**config.mk**
```make
export PLATFORM = sky130hd
export DESIGN_NAME = float_normalize
export DESIGN_NICKNAME = d
export VERILOG_FILES = /design/src/rtl/float_pkg.sv /design/src/rtl/abs_sat.sv /design/src/rtl/float_normalize.sv
export SDC_FILE = /design/constraint.sdc
export NUM_CORES = 1
export LEC_CHECK = 0
export ABC_AREA = 1
export CAP_MARGIN = 15
export CORE_ASPECT_RATIO = 0.9
export CORE_MARGIN = 5
export CORE_UTILIZATION = 50
export CTS_BUF_LIST = sky130_fd_sc_hd__clkbuf_8
export CTS_CLUSTER_DIAMETER = 40
export DETAILED_ROUTE_END_ITERATION = 10
export GPL_TIMING_DRIVEN = 0
export PLACE_DENSITY = 0.86
export RECOVER_POWER = 50
export SLEW_MARGIN = 20
export SYNTH_ARGS = -nofsm -noshare
export SYNTH_HDL_FRONTEND = slang
export SYNTH_SLANG_ARGS = --single-unit
```
**constraint.sdc**
```tcl
create_clock -name clk -period 6 [get_ports clk]
set_clock_uncertainty 0.2 [all_clocks]
set_input_delay 1.2 -clock clk [delete_from_list [all_inputs] [get_ports clk]]
set_output_delay 1.2 -clock clk [all_outputs]
set_load 0.005 [all_outputs]
```
**src/rtl/float_pkg.sv**
```systemverilog
// Shared widths, limits and FSM encoding for the sample normalizer.
package float_pkg;

  localparam int DATA_W = 12;
  localparam int EXP_W  = 3;
  localparam int SIG_W  = 4;
  localparam logic [EXP_W-1:0] EXP_MAX = 3'd7;

  typedef enum logic [1:0] {
    IDLE  = 2'd0,
    SHIFT = 2'd1,
    DONE  = 2'd2
  } state_e;

endpackage

```
**src/rtl/abs_sat.sv**
```systemverilog
// Combinational two's-complement magnitude; the most negative code saturates to the
// largest positive magnitude and raises sat.
module abs_sat
  import float_pkg::*;
#(
  parameter int DATA_W = float_pkg::DATA_W
) (
  input  logic [DATA_W-1:0] in_data,
  output logic [DATA_W-1:0] mag,
  output logic              sat
);

  always_comb begin
    sat = (in_data == {1'b1, {(DATA_W-1){1'b0}}});
    if (sat)
      mag = {1'b0, {(DATA_W-1){1'b1}}};
    else if (in_data[DATA_W-1])
      mag = -in_data;
    else
      mag = in_data;
  end

endmodule

```
**src/rtl/float_normalize.sv**
```systemverilog
// Sequential normalizer: accepts one sample, shifts its magnitude left until the
// leading one reaches the top magnitude bit (or the exponent bottoms out), then holds the result.
module float_normalize
  import float_pkg::*;
#(
  parameter int DATA_W = float_pkg::DATA_W
) (
  input  logic                 clk,
  input  logic                 rst_n,
  input  logic                 in_valid,
  input  logic [DATA_W-1:0]    in_data,
  output logic                 in_ready,
  output logic                 out_valid,
  input  logic                 out_ready,
  output logic                 sign,
  output logic [EXP_W-1:0]     exponent,
  output logic [SIG_W-1:0]     significand,
  output logic                 fifth_bit,
  output logic                 sat
);

  // Top bit of the magnitude is always zero after saturation, so the leading one
  // is aligned to bit DATA_W-2.
  localparam int LEAD = DATA_W - 2;

  state_e              state_q;
  logic [DATA_W-1:0]   mag_q;
  logic [EXP_W-1:0]    exp_cnt_q;
  logic                out_valid_q;
  logic                sign_q;
  logic [EXP_W-1:0]    exponent_q;
  logic [SIG_W-1:0]    significand_q;
  logic                fifth_bit_q;
  logic                sat_q;

  logic [DATA_W-1:0]   abs_mag;
  logic                abs_sat_flag;

  abs_sat #(.DATA_W(DATA_W)) u_abs_sat (
    .in_data (in_data),
    .mag     (abs_mag),
    .sat     (abs_sat_flag)
  );

  assign in_ready    = (state_q == IDLE);
  assign out_valid   = out_valid_q;
  assign sign        = sign_q;
  assign exponent    = exponent_q;
  assign significand = significand_q;
  assign fifth_bit   = fifth_bit_q;
  assign sat         = sat_q;

  // NOTE: every state register uses <= so all updates see the pre-edge values.
  always_ff @(posedge clk or negedge rst_n) begin
    if (!rst_n) begin
      state_q       <= IDLE;
      mag_q         <= '0;
      exp_cnt_q     <= '0;
      out_valid_q   <= 1'b0;
      sign_q        <= 1'b0;
      exponent_q    <= '0;
      significand_q <= '0;
      fifth_bit_q   <= 1'b0;
      sat_q         <= 1'b0;
    end else begin
      unique case (state_q)
        IDLE: begin
          if (in_valid) begin
            sign_q    <= in_data[DATA_W-1];
            mag_q     <= abs_mag;
            sat_q     <= abs_sat_flag;
            exp_cnt_q <= EXP_MAX;
            state_q   <= SHIFT;
          end
        end
        SHIFT: begin
          if (mag_q[LEAD] || (exp_cnt_q == '0)) begin
            exponent_q    <= exp_cnt_q;
            significand_q <= mag_q[LEAD -: SIG_W];
            fifth_bit_q   <= mag_q[LEAD-SIG_W];
            out_valid_q   <= 1'b1;
            state_q       <= DONE;
          end else begin
            mag_q     <= mag_q << 1;
            exp_cnt_q <= exp_cnt_q - 1'b1;
          end
        end
        DONE: begin
          // Result fields are left untouched on release so downstream may still read them.
          if (out_ready) begin
            out_valid_q <= 1'b0;
            state_q     <= IDLE;
          end
        end
        default: state_q <= IDLE;
      endcase
    end
  end

endmodule

```
# Word-level counts from Yosys, hierarchy flattened
# Cells that the tools add are included.
# Widths: inputs -> output; s select.
dict set report word_totals {
  regBits 27
  in_bits 16
  out_inout_bits 12
  wordCells 43
}
dict set report op_classes {
  add_sub_neg 2
  n_eq_ne 7
  muxes 15
  reduce_logical 10
}
# cell n
set ops {}
lappend ops {{$mux 11} 4}
lappend ops {{$pmux 11 s2} 1}
lappend ops {{$eq 12x12->1 const B} 1}
lappend ops {{$neg 11->11} 1}
lappend ops {{$reduce_and 3->1} 3}
lappend ops {{$ne 2x2->1 const B} 4}
lappend ops {{$mux 2} 3}
lappend ops {{$mux 3} 2}
lappend ops {{$pmux 2 s3} 1}
lappend ops {{$pmux 3 s2} 1}
lappend ops {{$reduce_and 2->1} 2}
lappend ops {{$reduce_bool 2->1} 2}
lappend ops {{$logic_not 3->1} 1}
lappend ops {{$sub 3x1->3 const B} 1}
lappend ops {{$eq 2x1->1 const B} 1}
lappend ops {{$eq 2x2->1 const B} 1}
lappend ops {{$logic_not 2->1} 1}
lappend ops {{$mux 1} 2}
lappend ops {{$pmux 1 s2} 1}
lappend ops {{$logic_or 1x1->1} 1}

# Logic depth before layout (Yosys ltp)
# Gate-level depths: netlist (run 1).
dict set report depth {
  depth_word 5
  depth_mapped 10
  mapped_depth_nobuf 10
}

# Hierarchy
# A second synthesis (run 1) with hierarchy kept.
dict set report unflattened {
  cells_unflattened 240
  area_unflattened_um2 1654.1
}
# mod instances cells_each area_each_um2 seq_area_each_um2
set modules_own_cells {}
lappend modules_own_cells {float_normalize 1 156 1266.2 675.6}
lappend modules_own_cells {abs_sat 1 84 387.9 0.0}

# Least setup slack after synthesis (run 1)
# Ideal clock, no wire load.
dict set report synth_timing {
  path_type {in2reg}
  from {input in_data[0]}
  to {register mag_q[8]}
  setup_ns 0.065
  arrival_ns 2.129
  required_time_ns 5.735
  slack_ns 3.606
  path_stages 10
  path_buffers 0
  path_cell_list {inv_1 > ha_1 > nand3_1 > nor2_1 > nand2_1 > nand2_1 > inv_2 > nand3_1 > nand2_1 > nand2_1}
}
dict set report synth_via {
  elab_chain_cells 5
  word_cells_on_any_way 6
  classes_between {1 x add/sub; 1 x eq/ne; 4 x mux}
}
# element line
set synth_rtl {}
lappend synth_rtl {{start: declaration} float_normalize.sv:11} ;# input logic [DATA_W-1:0] in_data,
lappend synth_rtl {{$neg 11->11} abs_sat.sv:18} ;# mag = -in_data;
lappend synth_rtl {{$mux 11} abs_sat.sv:17} ;# else if (in_data[DATA_W-1])
lappend synth_rtl {{$mux 11 (*)} abs_sat.sv:15} ;# if (sat)
lappend synth_rtl {{$mux 11 (*)} float_normalize.sv:68} ;# if (in_valid) begin
lappend synth_rtl {{$pmux 11 s2 (*)} float_normalize.sv:66} ;# unique case (state_q)
lappend synth_rtl {{end signal: assignment} float_normalize.sv:70} ;# mag_q <= abs_mag;
lappend synth_rtl {{end signal: assignment} float_normalize.sv:84} ;# mag_q <= mag_q << 1;
lappend synth_rtl {{end: declaration} float_normalize.sv:27} ;# logic [DATA_W-1:0] mag_q;
# Mark *: on every way between the ends. The rest lies on a longest branch, timed or not. The select of a mux whose other input is x is not followed.
# A chain may end at the register's enable or synchronous reset.

# Worst setup path after layout (run 1)
dict set report layout_timing {
  from {register state_q[1]}
  to {output in_ready}
}
dict set report layout_via {
  elab_chain_cells 1
}
# element line
set layout_rtl {}
lappend layout_rtl {{start: declaration} float_normalize.sv:26} ;# state_e state_q;
lappend layout_rtl {{start signal: assignment} float_normalize.sv:56} ;# state_q <= IDLE;
lappend layout_rtl {{start signal: assignment} float_normalize.sv:73} ;# state_q <= SHIFT;
lappend layout_rtl {{start signal: assignment} float_normalize.sv:82} ;# state_q <= DONE;
lappend layout_rtl {{$logic_not 2->1} float_normalize.sv:45} ;# assign in_ready = (state_q == IDLE);
lappend layout_rtl {{end: declaration} float_normalize.sv:12} ;# output logic in_ready,
# No other way between the ends.

==> impl_metrics.ini, run 1 <==
[global_route]
met1_usage_pct = 20.7
grt_overflow = 0
antenna_found_initial = 0
grt_usage_pct = 16.3
busiest_layer = met2
grt_pass1_wl_mm = 5.22
grt_max_degree = 28
grt_pass1_vias = 1247
use_met3_pct = 1.64
grtUsageMet2_pct = 30.4

[worst_setup_path]
end_kind = output pin
r2r_start = exp_cnt_q[0]
crit_end = in_ready
crit_type = flop to output pin
timing.rr.end = mag_q[4]
slowest_delay_ns = 0.52
path_cells = nor2_1, clkdlybuf4s50_1
rrSetupSlack_ns = 3.38
crit_fanout = 4
cp-startpoint = state_q[1]
critPathRequiredTime_ns = 4.60
path_delay_family = buffers and inverters
cp.arrival_ns = 1.41
cp.depth = 2
worstSetupStartpointType = flop
cp_num_buf_inv = 1
cp_slowest_cell = clkdlybuf4s50_1
reg2regPathDepth = 9

[clocking]
post_cts_buffers = 0
clk_path_buf_depth = 2
cts_resized = 0
ctsHtreeMaxLevel = 1
clkLatencyLatePin_ns = 0.26
cts_tree = built
clk_root_buffer_cell = clkbuf_8
clkTransAtPathRegs_ns = 0.09
cts_hold_buf = 0
numCtsBuffers = 3
clock_sinks = 27

[logic_synthesis]
syn_avg_cell_area_sq_um = 7.44
syn-num-nets = 215
syn-cell-area_sq_um = 1460
ys_types = 19
yosysSeqAreaShare_pct = 46.3
synthCells = 196
ys_ff_latch = 27
ys_warn_count = 0

[floorplan]
fp.dieW_um = 66.9
core-area_sq_um = 2770
die_h_um = 61.2
row_count = 18
ios = 28
die_area_sq_um = 4100
start_util_pct = 52.7

[pwr]
total_power_uw = 778
ir_drop_v = 0.000158
p_per_area_nw_per_um2 = 431
power_leakage_nw = 0.937

[place]
dp_slack_ns = 2.98
port_buffers = 27
place_congestion = 0.870
place_hpwl_mm = 2.30

[routing]
num_vias = 1281
ant_nets = 0
drc = 0
drtIter0Drc = 57
vias_per_cell = 4.80
drt_wl_total_mm = 2.89
post_drt_wl_per_cell_um = 10.8
dr.pass1.iters = 4

[timing]
hold_viol_final = 0
setup_viol = 0
finalCritPeriodShare_pct = 46.8
min_period_ns = 2.81
rsz0062_at_grt = false
drv_slew = 0
worstMarginPinSlew_ns = 1.36
setup-tns-final_ns = 0
final.setup.worst_slack_ns = 3.19
clock.fmax_ghz = 0.356
max-slew-margin-rel_pct = 9.64

[layout]
drive_above_1_share_pct = 6.61
nFillCells = 241
seqCellArea_sq_um = 676
syn_to_final_growth_pct = 23.8
multi_input_area_sq_um = 652
nets = 247
num_antenna_cells = 0

[min_path]
hold_start = significand[3]
worstHoldPathType = flop to flop

[job]
maxCapViolCount = 0

[run_status]
status = completed
## through the flow
| stage | instances | instance area, sq um | utilization [%] | hold slack [ns] |
|---|---|---|---|---|
| floorplan | 196 | 1460 | - | 0.240 |
| CTS | 267 | 1820 | 65.7 | 0.285 |
| global placement | 263 | 1780 | 64.2 | 0.256 |
| finish | 267 | 1810 | 65.2 | 0.279 |
| detailed placement | 263 | 1770 | 64.0 | 0.263 |
| global route | 267 | 1810 | 65.2 | 0.301 |
## placed cells by master (no fill, tap or decap), types with 5 or more instances in the layout
| cell | count |
|---|---|
| o21ai_0 | 15 |
| dfrtp_1 | 27 |
| a21oi_1 | 5 |
| nor2_1 | 20 |
| nand2_1 | 70 |
| nand3_1 | 9 |
| clkdlybuf4s50_1 | 25 |
| inv_1 | 21 |
| o21ai_1 | 7 |
## state kept, by name (all words and copies together) (netlist names)
name         count
fifth_bit        1
mag_q           11
significand      4
state_q          2
out_valid        1
exponent         3
exp_cnt_q        3
sat              1
sign             1
## per-layer routing
layer / routed length (um) / up-vias
met1: 1350 / 572
li1: - / 675
met3: 159 / 2
met2: 1370 / 32
met4: 17 / 0
met5: 0 / -
## Yosys cell counts
master	instances	area, sq um
a22oi_2	2	25.0
nand4_1	2	12.5
o21ai_4	1	16.3
nand3_1	9	45.0
or2_1	1	6.26
buf_6	1	11.3
o21ai_0	12	60.1
nor2_4	1	11.3
nand2_1	70	263
nor2_1	20	75.1
inv_1	21	78.8
xor2_1	4	35.0
a21oi_1	5	25.0
o21ai_1	9	45.0
dfrtp_1	27	676
ha_1	3	37.5
inv_2	4	15.0
nand2_2	1	6.26
buf_2	3	15.0
## worst register-to-register path, cell delays in order, from the launching register on
cell and delay, ns:
dfrtp_1 0.39, inv_1 0.06, ha_1 0.21, ha_1 0.18
or2_0 0.28, o21ai_0 0.65, inv_2 0.22, buf_6 0.21
nand2_1 0.06, o21ai_1 0.05
## report_power, final
part	switching [mW]	internal [mW]	total (mW)
clock network	0.0515	0.0463	0.0978
logic	0.206	0.166	0.371
registers	0.0436	0.265	0.309
total	0.301	0.477	0.778
## logic make-up after synthesis
| kind of cell | after synthesis | synth area share [%] |
|---|---|---|
| AO/OA/AOI/OAI | 29 | 11.7 |
| XOR/XNOR | 4 | 2.40 |
| adder cells (fa/ha/maj) | 3 | 2.57 |
| buffers and inverters | 29 | 8.23 |
| flip-flops | 27 | 46.3 |
| AND/OR/NAND/NOR | 104 | 28.7 |
## worst min path at each step
stage	to	slack (ns)	depth (start not counted)
finish	significand[3]	0.28	2
global route	mag_q[6]	0.30	2
CTS	significand[3]	0.29	2
detailed placement	significand[3]	0.26	2
global placement	exp_cnt_q[0]	0.26	1
floorplan	exp_cnt_q[0]	0.24	1
## final cells by class
type                       count  share of cell area (%)
inverter                      25                    5.19
sequential                    27                    37.4
clock inverter                 1                   0.277
multi-input combinational    140                    36.1
tap                           40                    2.77
buffer                         4                    1.39
clock buffer                   3                    2.29
timing repair buffer          27                    14.6
No activity file was read; power rests on OpenSTA's default activity.
==> inputs of run 2 (changes only) <==
==> constraint.sdc (replaced) <==
create_clock -name clk -period 2.9 [get_ports clk]
set_clock_uncertainty 0.2 [all_clocks]
set_input_delay 0.58 -clock clk [delete_from_list [all_inputs] [get_ports clk]]
set_output_delay 0.58 -clock clk [all_outputs]
set_load 0.005 [all_outputs]
==> run 2 against run 1 <==
  * Critical path depth unchanged
  * Non-clock buffer count unchanged
  * Combinational power increased by 110%
  * Total power increased by 110%
  * Largest cell class unchanged
==> impl_metrics.ini, run 2 (synthesized netlist as in run 1, its figures left out) <==
[run_status]
status = completed

[routing]
ant_nets = 0
dr.pass1.iters = 4
drtIter0Drc = 66
vias_per_cell = 4.82
post_drt_wl_per_cell_um = 10.9
drt_wl_total_mm = 2.90
num_vias = 1288
drc = 0

[layout]
seqCellArea_sq_um = 676
nets = 247
largest_register_ffs = 11
stdcell_count = 267
layout_common_cells = nand2_1 (70), dfrtp_1 (27), inv_1 (21), clkdlybuf4s50_1 (21), nor2_1 (20)
post-route-util_pct = 65.7
multi_input_area_sq_um = 663
largest_register = mag_q
syn_to_final_growth_pct = 24.7
num_antenna_cells = 0
nFillCells = 239
final_common_cell = nand2_1
drive_above_1_share_pct = 7.49

[floorplan]
die_h_um = 61.2
start_util_pct = 52.7
ios = 28
row_count = 18
fp.dieW_um = 66.9
die_area_sq_um = 4100
core-area_sq_um = 2770

[clocking]
clk_path_buf_depth = 2
cts_hold_buf = 0
cts_tree = built
ctsHtreeMaxLevel = 1
clk_root_buffer_cell = clkbuf_8
clock_sinks = 27
clkTransAtPathRegs_ns = 0.09
post_cts_buffers = 0
clkLatencyLatePin_ns = 0.26
numCtsBuffers = 3
cts_resized = 0

[timing]
final.setup.worst_slack_ns = 0.706
min_period_ns = 2.19
hold-worst-slack_ns = 0.278
setup-tns-final_ns = 0
clock.fmax_ghz = 0.456
setup_viol = 0
hold_viol_final = 0
finalCritPeriodShare_pct = 75.6
max-slew-margin-rel_pct = 8.63
worstMarginPinSlew_ns = 1.37
rsz0062_at_grt = false
drv_slew = 0

[place]
port_buffers = 27
dp.cells = 263
dp_slack_ns = 0.499
place_hpwl_mm = 2.30
place_congestion = 0.870

[worst_setup_path]
worstSetupStartpointType = flop
end_kind = output pin
cp.arrival_ns = 1.41
crit_type = flop to output pin
critPathRequiredTime_ns = 2.12
crit_fanout = 4

[pwr]
ir_drop_v = 0.000329
p_comb_share_pct = 48.3
power.share.sequential_pct = 39.2
p_per_area_nw_per_um2 = 893
power_frac_clock_pct = 12.5
swShare_pct = 39.0
power_switching_uw = 634
p_int_uw = 991
power_leakage_nw = 0.950

[global_route]
grt_overflow = 0
grt_max_degree = 28
grt_pass1_vias = 1247
antenna_found_initial = 0
grt_pass1_wl_mm = 5.22
grt_usage_pct = 16.3

[job]
maxCapViolCount = 0

[min_path]
worstHoldPathType = flop to flop
-- run 2: cell types whose count changed in the layout (fill, tap and decap cells not counted) --
cell,before,now
clkdlybuf4s50_1,25,21
o21ai_4,0,1
buf_2,2,3
dlygate4sd3_1,1,5
o21ai_0,15,12
or2_1,0,1
clkbuf_1,2,1
or2_0,1,0
o21ai_1,7,9
-- run 2: final timing paths --
path	start	to	slack, ns	cells after the start
worst max register to register	exp_cnt_q[0]	mag_q[4]	0.77	9
min in group asynchronous	rst_n	out_valid	0.41	1
worst max-delay path	state_q[1]	in_ready	0.71	2
worst min-delay path	significand[3]	significand[3]	0.28	2
worst min register to register	significand[3]	significand[3]	0.28	2
max in group asynchronous	rst_n	mag_q[9]	1.29	1
-- run 2: worst max-delay path, stage by stage (launching register included) --
cell and delay, ns:
dfrtp_1 0.45, nor2_1 0.18, clkdlybuf4s50_1 0.52
-- run 2: layout make-up --
type                       count  area share [%]
tap                           40            2.75
inverter                      25            5.16
sequential                    27            37.1
buffer                         4            1.44
clock inverter                 1           0.275
multi-input combinational    140            36.5
timing repair buffer          27            14.5
clock buffer                   3            2.27
-- run 2: through the flow --
step / power [mW] / area (sq um)
after floorplan: 1.14 / 1460
after global placement: 1.41 / 1780
after detailed placement: 1.44 / 1770
after CTS: 1.64 / 1820
after global routing: 1.78 / 1820
final: 1.62 / 1820
-- run 2: metal layers --
layer | vias to the layer above | share of wire [%] | track usage (%)
li1 | 674 | - | -
met1 | 576 | 47 | 20.7
met2 | 36 | 47 | 30.4
met3 | 2 | 5.5 | 1.64
met4 | 0 | 0.59 | 3.76
met5 | - | 0 | 0
-- run 2: power groups by stage --
| stage | Sequential [mW] | Combinational [mW] | Clock (mW) |
|---|---|---|---|
| after floorplan | 0.637 | 0.504 | 0 |
| after detailed placement | 0.645 | 0.798 | 0 |
| after CTS | 0.638 | 0.801 | 0.206 |
| after global placement | 0.638 | 0.770 | 0 |
| after global routing | 0.659 | 0.900 | 0.223 |
| final | 0.637 | 0.784 | 0.203 |
